<file path="config.mk">
export PLATFORM = sky130hd
export DESIGN_NAME = vid_capture_flat
export DESIGN_NICKNAME = d
export VERILOG_FILES = /design/src/rtl/vid_capture_if.sv /design/src/rtl/vid_capture.sv /design/src/flat_wrapper.sv
export SDC_FILE = /design/constraint.sdc
export NUM_CORES = 1
export LEC_CHECK = 0
export CORE_MARGIN = 3
export CORE_UTILIZATION = 60
export DETAILED_ROUTE_END_ITERATION = 6
export HOLD_SLACK_MARGIN = 0.05
export MAX_ROUTING_LAYER = met4
export PLACE_DENSITY = 0.79
export SETUP_SLACK_MARGIN = 0.15
export SLEW_MARGIN = 40
export SYNTH_ARGS = -nofsm -noshare
export SYNTH_HDL_FRONTEND = slang
export SYNTH_SLANG_ARGS = --single-unit
</file>
<file path="constraint.sdc">
create_clock -name clk -period 8.3 [get_ports clk]
set_input_delay 1.245 -clock clk [delete_from_list [all_inputs] [get_ports clk]]
set_output_delay 1.245 -clock clk [all_outputs]
set_load 0.02 [all_outputs]
</file>
<file path="src/rtl/vid_capture_if.sv">
// Memory-write port: a word address plus packed pixel data, moved on a valid/ready handshake.
// Latency: none; this interface only bundles the signals.
// Backpressure: the slave holds mem_ready low to stall; the master keeps addr/data stable until accepted.
interface vid_capture_if;
  logic [15:0] mem_addr;
  logic [31:0] mem_data;
  logic        mem_valid;
  logic        mem_ready;

  modport master (output mem_addr, output mem_data, output mem_valid, input mem_ready);
  modport slave  (input mem_addr, input mem_data, input mem_valid, output mem_ready);
endinterface

</file>
<file path="src/rtl/vid_capture.sv">
// Captures one visible video frame on request, packing pixel pairs into 32-bit words for memory.
// Latency: pixel1 strobe at cycle N -> buffer write at N+1 -> mem_valid at N+2 (buffer empty).
// Backpressure: 8-deep write buffer; when full, words are dropped, counted and flagged as overflow.
// Optional build macro VID_CAPTURE_CHECKSUM_EN adds a capture_checksum output.

// Small synchronous FIFO; a push on a full FIFO is accepted only if a pop frees a slot that cycle.
module vid_capture_fifo #(
  parameter int WIDTH = 48,
  parameter int DEPTH = 8
) (
  input  logic             clk,
  input  logic             rst,
  input  logic             push,
  input  logic [WIDTH-1:0] push_dat,
  input  logic             pop,
  output logic             full,
  output logic             empty,
  output logic [WIDTH-1:0] head_dat
);
  localparam int AW = $clog2(DEPTH);

  logic [WIDTH-1:0] store_q [DEPTH];
  logic [AW-1:0]    wr_ptr_q;
  logic [AW-1:0]    rd_ptr_q;
  logic [AW:0]      cnt_q;
  logic             do_pop;
  logic             do_push;

  assign full     = (cnt_q == (AW+1)'(DEPTH));
  assign empty    = (cnt_q == '0);
  assign head_dat = store_q[rd_ptr_q];
  assign do_pop   = pop && !empty;
  assign do_push  = push && (!full || do_pop);

  // Storage, pointers and occupancy; storage cleared so the head reads zero out of reset.
  always_ff @(posedge clk) begin
    if (rst) begin
      wr_ptr_q <= '0;
      rd_ptr_q <= '0;
      cnt_q    <= '0;
      for (int i = 0; i < DEPTH; i++) store_q[i] <= '0;
    end else begin
      if (do_push) begin
        store_q[wr_ptr_q] <= push_dat;
        wr_ptr_q          <= wr_ptr_q + AW'(1);
      end
      if (do_pop) rd_ptr_q <= rd_ptr_q + AW'(1);
      cnt_q <= cnt_q + (AW+1)'(do_push) - (AW+1)'(do_pop);
    end
  end
endmodule

module vid_capture #(
  parameter int WORDS_PER_FRAME = 40960,
  parameter int FIFO_DEPTH      = 8
) (
  input  logic        clk,
  input  logic        rst,
  input  logic [11:0] vid_pixel,
  input  logic        vid_pixsync,
  input  logic        vid_hblank,
  input  logic        vid_vblank,
  input  logic        capture_start,
  output logic        capture_busy,
  output logic        capture_done,
  output logic        capture_short,
  output logic        capture_overflow,
`ifdef VID_CAPTURE_CHECKSUM_EN
  output logic [31:0] capture_checksum,
`endif
  vid_capture_if.master mem
);
  localparam logic [15:0] WPF = 16'(WORDS_PER_FRAME);

  typedef enum logic [1:0] {IDLE, ARM, CAPTURE, DRAIN} state_t;

  state_t      state_q, state_d;
  logic        vb_prev_q, vb_seen_q, half_q;
  logic [11:0] pix0_q;
  logic [15:0] cnt_q, cnt_inc;
  logic        short_q, ovf_q, done_q;
  logic        push_vld_q;
  logic [31:0] push_dat_q;
  logic [15:0] push_addr_q;

  logic        visible, frame_end, drained;
  logic        clr, take_pix0, take_pix1, end_push, set_short, done_d;
  logic        fifo_full, fifo_empty, mem_vld, mem_pop;
  logic [47:0] fifo_head;

  assign visible   = vid_pixsync && !vid_hblank && !vid_vblank;
  assign frame_end = vid_pixsync && vid_vblank && !vb_prev_q;
  assign cnt_inc   = cnt_q + 16'd1;
  assign drained   = fifo_empty && !push_vld_q;
  assign mem_vld   = !fifo_empty;
  assign mem_pop   = mem_vld && mem.mem_ready;

  assign mem.mem_valid = mem_vld;
  assign mem.mem_addr  = fifo_head[47:32];
  assign mem.mem_data  = fifo_head[31:0];

  assign capture_busy     = (state_q != IDLE);
  assign capture_done     = done_q;
  assign capture_short    = short_q;
  assign capture_overflow = ovf_q;

  // State register.
  always_ff @(posedge clk) begin
    if (rst) state_q <= IDLE;
    else     state_q <= state_d;
  end

  // Next-state and per-cycle control strobes for the pixel packer.
  always_comb begin
    state_d   = state_q;
    clr       = 1'b0;
    take_pix0 = 1'b0;
    take_pix1 = 1'b0;
    end_push  = 1'b0;
    set_short = 1'b0;
    done_d    = 1'b0;
    case (state_q)
      IDLE: begin
        if (capture_start) begin
          clr     = 1'b1;
          state_d = ARM;
        end
      end
      ARM: begin
        // Only a pixel after a vblank sample may start the capture, so it is frame-aligned.
        if (vb_seen_q && visible) begin
          take_pix0 = 1'b1;
          state_d   = CAPTURE;
        end
      end
      CAPTURE: begin
        if (visible) begin
          if (!half_q) begin
            take_pix0 = 1'b1;
          end else begin
            take_pix1 = 1'b1;
            if (cnt_inc == WPF) state_d = DRAIN;
          end
        end else if (frame_end) begin
          set_short = 1'b1;
          end_push  = half_q;
          state_d   = DRAIN;
        end
      end
      DRAIN: begin
        if (drained) begin
          done_d  = 1'b1;
          state_d = IDLE;
        end
      end
      default: state_d = IDLE;
    endcase
  end

  // Pixel packing, word counter, push pipeline register and sticky status flags.
  always_ff @(posedge clk) begin
    if (rst) begin
      vb_prev_q   <= 1'b0;
      vb_seen_q   <= 1'b0;
      half_q      <= 1'b0;
      pix0_q      <= '0;
      cnt_q       <= '0;
      short_q     <= 1'b0;
      ovf_q       <= 1'b0;
      done_q      <= 1'b0;
      push_vld_q  <= 1'b0;
      push_dat_q  <= '0;
      push_addr_q <= '0;
    end else begin
      if (vid_pixsync) vb_prev_q <= vid_vblank;
      if (clr) begin
        vb_seen_q <= 1'b0;
        half_q    <= 1'b0;
        cnt_q     <= '0;
        short_q   <= 1'b0;
        ovf_q     <= 1'b0;
      end
      if (state_q == ARM && vid_pixsync && vid_vblank) vb_seen_q <= 1'b1;
      if (take_pix0) begin
        pix0_q <= vid_pixel;
        half_q <= 1'b1;
      end
      push_vld_q  <= take_pix1 || end_push;
      push_dat_q  <= take_pix1 ? {4'b0, vid_pixel, 4'b0, pix0_q} : {20'b0, pix0_q};
      push_addr_q <= cnt_q;
      // Dropped words still consume an address so later words stay frame-aligned.
      if (take_pix1 || end_push) begin
        cnt_q  <= cnt_inc;
        half_q <= 1'b0;
      end
      if (set_short) short_q <= 1'b1;
      if (push_vld_q && fifo_full && !mem_pop) ovf_q <= 1'b1;
      done_q <= done_d;
    end
  end

  vid_capture_fifo #(
    .WIDTH (48),
    .DEPTH (FIFO_DEPTH)
  ) u_fifo (
    .clk      (clk),
    .rst      (rst),
    .push     (push_vld_q),
    .push_dat ({push_addr_q, push_dat_q}),
    .pop      (mem_pop),
    .full     (fifo_full),
    .empty    (fifo_empty),
    .head_dat (fifo_head)
  );

`ifdef VID_CAPTURE_CHECKSUM_EN
  logic [31:0] chk_q;
  assign capture_checksum = chk_q;

  // Running sum of words actually accepted by memory during the capture.
  always_ff @(posedge clk) begin
    if (rst || clr) chk_q <= '0;
    else if (mem_pop) chk_q <= chk_q + mem.mem_data;
  end
`endif
endmodule
</file>
<file path="src/flat_wrapper.sv">
// flat-port wrapper written by rule: the top's interface ports become plain ports
module vid_capture_flat 
#(
  parameter int WORDS_PER_FRAME = 40960,
  parameter int FIFO_DEPTH      = 8
)
  (clk, rst, vid_pixel, vid_pixsync, vid_hblank, vid_vblank, capture_start, capture_busy, capture_done, capture_short, capture_overflow, mem_mem_addr, mem_mem_data, mem_mem_valid, mem_mem_ready);
  vid_capture_if mem_i ();
  input  logic clk;
  input  logic rst;
  input  logic [11:0] vid_pixel;
  input  logic vid_pixsync;
  input  logic vid_hblank;
  input  logic vid_vblank;
  input  logic capture_start;
  output logic capture_busy;
  output logic capture_done;
  output logic capture_short;
  output logic capture_overflow;
  output wire logic [$bits(mem_i.mem_addr)-1:0] mem_mem_addr;
  output wire logic [$bits(mem_i.mem_data)-1:0] mem_mem_data;
  output wire logic [$bits(mem_i.mem_valid)-1:0] mem_mem_valid;
  input wire logic [$bits(mem_i.mem_ready)-1:0] mem_mem_ready;
  assign mem_mem_addr = mem_i.mem_addr;
  assign mem_mem_data = mem_i.mem_data;
  assign mem_mem_valid = mem_i.mem_valid;
  assign mem_i.mem_ready = mem_mem_ready;
  vid_capture #(.WORDS_PER_FRAME(WORDS_PER_FRAME), .FIFO_DEPTH(FIFO_DEPTH)) u_core (.clk(clk), .rst(rst), .vid_pixel(vid_pixel), .vid_pixsync(vid_pixsync), .vid_hblank(vid_hblank), .vid_vblank(vid_vblank), .capture_start(capture_start), .capture_busy(capture_busy), .capture_done(capture_done), .capture_short(capture_short), .capture_overflow(capture_overflow), .mem(mem_i));
endmodule
</file>
==> results.py <==
metrics = {
    "timing": {
        "grt_setup_unrepaired": "no",
        "whs_ns": 0.4593,
        "worst_slack_ns": 3.812,
        "finalSetupTns_ns": 0,
        "slew_violations": 0,
        "fmax_mhz": 222.8,
        "finalCritPeriodShare": 0.5407,
        "worst_pin_slew_ns": 0.8173,
        "finClkSkew_ns": 0.01380,
        "hold_viol": 0,
        "period_minus_slack_ns": 4.488,
        "slew_headroom": 0.4531,
        "setup_viol_count_final": 0,
    },
    "job": {
        "maxCapViolCount": 0,
    },
    "die": {
        "rows": 62,
        "dieArea_um2": 31980,
        "ioPinCount": 72,
        "coreArea_um2": 29090,
        "fp.dieW_um": 178.8,
        "die_h_um": 178.8,
        "initial_core_util": 0.6161,
    },
    "drt": {
        "ant_nets": 0,
        "routed_wl_um": 39850,
        "wire_per_inst_um": 23.58,
        "vias": 10250,
        "drc": 0,
        "viasPerCell": 6.063,
        "drtPass1Iterations": 5,
        "initialDrtViolationCount": 1025,
    },
    "global_routing": {
        "grt_max_degree": 88,
        "grt_use_total": 0.2642,
        "grt_pass1_vias": 10460,
        "overflow": 0,
        "antenna_found_initial": 1,
        "grt_pass1_wl_um": 60890,
    },
    "worst_setup_path": {
        "slowest_delay_ns": 0.58,
        "critPathMaxFanout": 40,
        "crit_type": "reg2out",
        "critPathLaunchType": "register",
        "required_ns": 7.05,
        "endpoint_kind": "primary output",
        "cp_cell_sequence": "buf_12 -> buf_6 -> mux4_2 -> mux2_2 -> clkdlybuf4s50_1",
        "cpMaxStageDelayCell": "mux4_2",
        "worstPathArrival_ns": 3.24,
        "worstReg2RegStart": "u_core.u_fifo.cnt_q[2]",
    },
    "synthesis": {
        "synth.area.top_cells": "edfxtp_1 (54%), and2_1 (12%), dfxtp_1 (10%)",
        "synth_cells": 1223,
        "ys_ff_latch": 410,
        "post_synth.cell_area_avg_um2": 14.66,
        "yosys.area.top_type": "edfxtp_1",
        "synth_edf_count": 320,
        "synth_top_area_share": 0.5361,
        "yosys_warnings": 0,
        "synthArstFlopShare": 0,
        "synth_flop_cell": "edfxtp_1",
        "synth_area_um2": 17920,
        "yosysSeqAreaShare": 0.6366,
        "yosysUniqueCellTypes": 60,
    },
    "power_and_ir_drop": {
        "ir_drop_mv": 0.2017,
        "p_per_area_nw_per_um2": 254.5,
        "p_leak_nw": 6.985,
    },
    "run_status": {
        "status": "completed",
    },
    "cts": {
        "postCtsSetupRepairBufs": 0,
        "clockBufferDepth": 3,
        "cts-root-buf": "clkbuf_16",
        "cts_tree": "done",
        "cts-resized-gates": 0,
        "numCtsBuffers": 40,
        "holdBufCountCts": 0,
        "clk_pin_slew_ns": 0.06,
        "clkSinkCount": 410,
        "cts_max_level": 2,
        "clkLatencyLatePin_ns": 0.53,
    },
    "place": {
        "post_dp_cell_area_um2": 18970,
        "post-dp-hpwl_um": 22990,
        "place.gp.congestion": 0.8061,
        "dpl_worst_slack_ns": 3.724,
        "port_buffers": 63,
    },
    "finish": {
        "fin_nets": 1308,
        "final_area_um2": 20190,
        "area_delta_synth_final_pct": 12.63,
        "fin_util": 0.6939,
        "drive_gt1_frac": 0.1724,
    },
    "hold_path": {
        "hp-class": "reg2reg",
        "min_from": "u_core.capture_short",
    },
}
critical path, delay by kind of cell, from the launching register on:
family                 cells  cell delay (ns)
DFF                        1             0.48
muxes                      2             0.87
buffers and inverters      3             1.28
cell usage after synthesis (15+ instances only):
library cell	number
a21oi_1	21
and2_1	333
clkbuf_1	58
dfxtp_1	90
edfxtp_1	320
ha_1	15
mux2_2	40
mux2i_1	15
mux4_2	80
nand2_1	24
nor2_1	44
nor2b_1	30
o21ai_0	15
placed cells by master (no fill, tap or decap), types with 3 or more instances in the layout:
cell / instances
a22oi_1: 3
mux2_2: 40
xnor2_1: 5
a31oi_1: 7
and3_1: 5
conb_1: 8
nor4_1: 3
o21ai_0: 13
clkinv_1: 10
nor2_1: 41
buf_4: 18
dfxtp_1: 87
edfxtp_1: 320
nand4_1: 6
clkinv_2: 5
a21oi_1: 21
clkbuf_1: 13
or2_2: 6
nor4b_2: 4
nor3b_1: 4
xor2_1: 4
nor2b_1: 30
clkdlybuf4s50_1: 62
nor4_2: 3
and2_1: 333
mux4_2: 80
inv_1: 14
or3_1: 4
mux2i_1: 15
nor2_4: 3
clkbuf_16: 41
ha_1: 15
nand3_1: 9
nand2_1: 24
routing by layer:
| layer | global-route usage | wire length [um] | up-vias |
|---|---|---|---|
| met5 | - | 0 | - |
| met4 | 0.08766 | 1290 | 0 |
| met3 | 0.04426 | 3012 | 88 |
| met2 | 0.4054 | 18860 | 436 |
| met1 | 0.3665 | 16690 | 5208 |
| li1 | - | - | 4514 |
sequential cells by signal (all words and copies together) (netlist names), 2 cells and up, named ones only:
| register | cells |
|---|---|
| u_core.state_q | 2 |
| u_core.u_fifo.wr_ptr_q | 3 |
| u_core.pix0_q | 12 |
| u_core.u_fifo.rd_ptr_q | 3 |
| u_core.push_addr_q | 16 |
| u_core.u_fifo.store_q | 320 |
| u_core.cnt_q | 16 |
| u_core.u_fifo.cnt_q | 4 |
| u_core.push_dat_q | 24 |
cells by family (layout without fill, tap and decap cells):
kind of cell	after synthesis	after routing	share of synthesized area
simple gates	493	493	0.1666
flops	410	410	0.6366
mux	136	136	0.1348
buf+inv	98	173	0.02471
compound gates	60	60	0.02101
fa+ha+maj	16	16	0.01159
xor+xnor	9	9	0.004398
other cells	1	9	0.0002092
where the power goes:
part	internal (mW)	total (mW)	leakage, nW	switching [mW]
sequential	2.31	2.37	3.83	0.0690
combinational	0.564	1.07	2.56	0.509
clock	0.960	1.69	0.593	0.731
total	3.83	5.14	6.98	1.31
path summary, 6_finish.rpt:
| check | endpoint | slack [ns] | depth (start not counted) |
|---|---|---|---|
| min | u_core.capture_short | 0.46 | 2 |
| max reg2reg | u_core.u_fifo.store_q[4][30] | 4.84 | 10 |
| min reg2reg | u_core.capture_short | 0.46 | 2 |
| max | mem_mem_data[6] | 3.81 | 5 |
through the flow:
stage	power [mW]	instances
2_1_floorplan	3.141	1230
3_3_place_gp	3.454	1613
3_5_place_dp	3.498	1615
4_1_cts	5.175	1689
5_1_grt	5.326	1690
6_report	5.138	1690
cell type report:
cell class,instances,area (um2)
fill,1918,8904
antenna,1,2.502
tap,384,480.5
clock inverter,18,110.1
clock buffer,56,1102
sequential,410,11420
multi-input combinational,722,6196
timing repair buffer,85,823.3
inverter,14,52.55
Power figures use the tool's default switching activity.
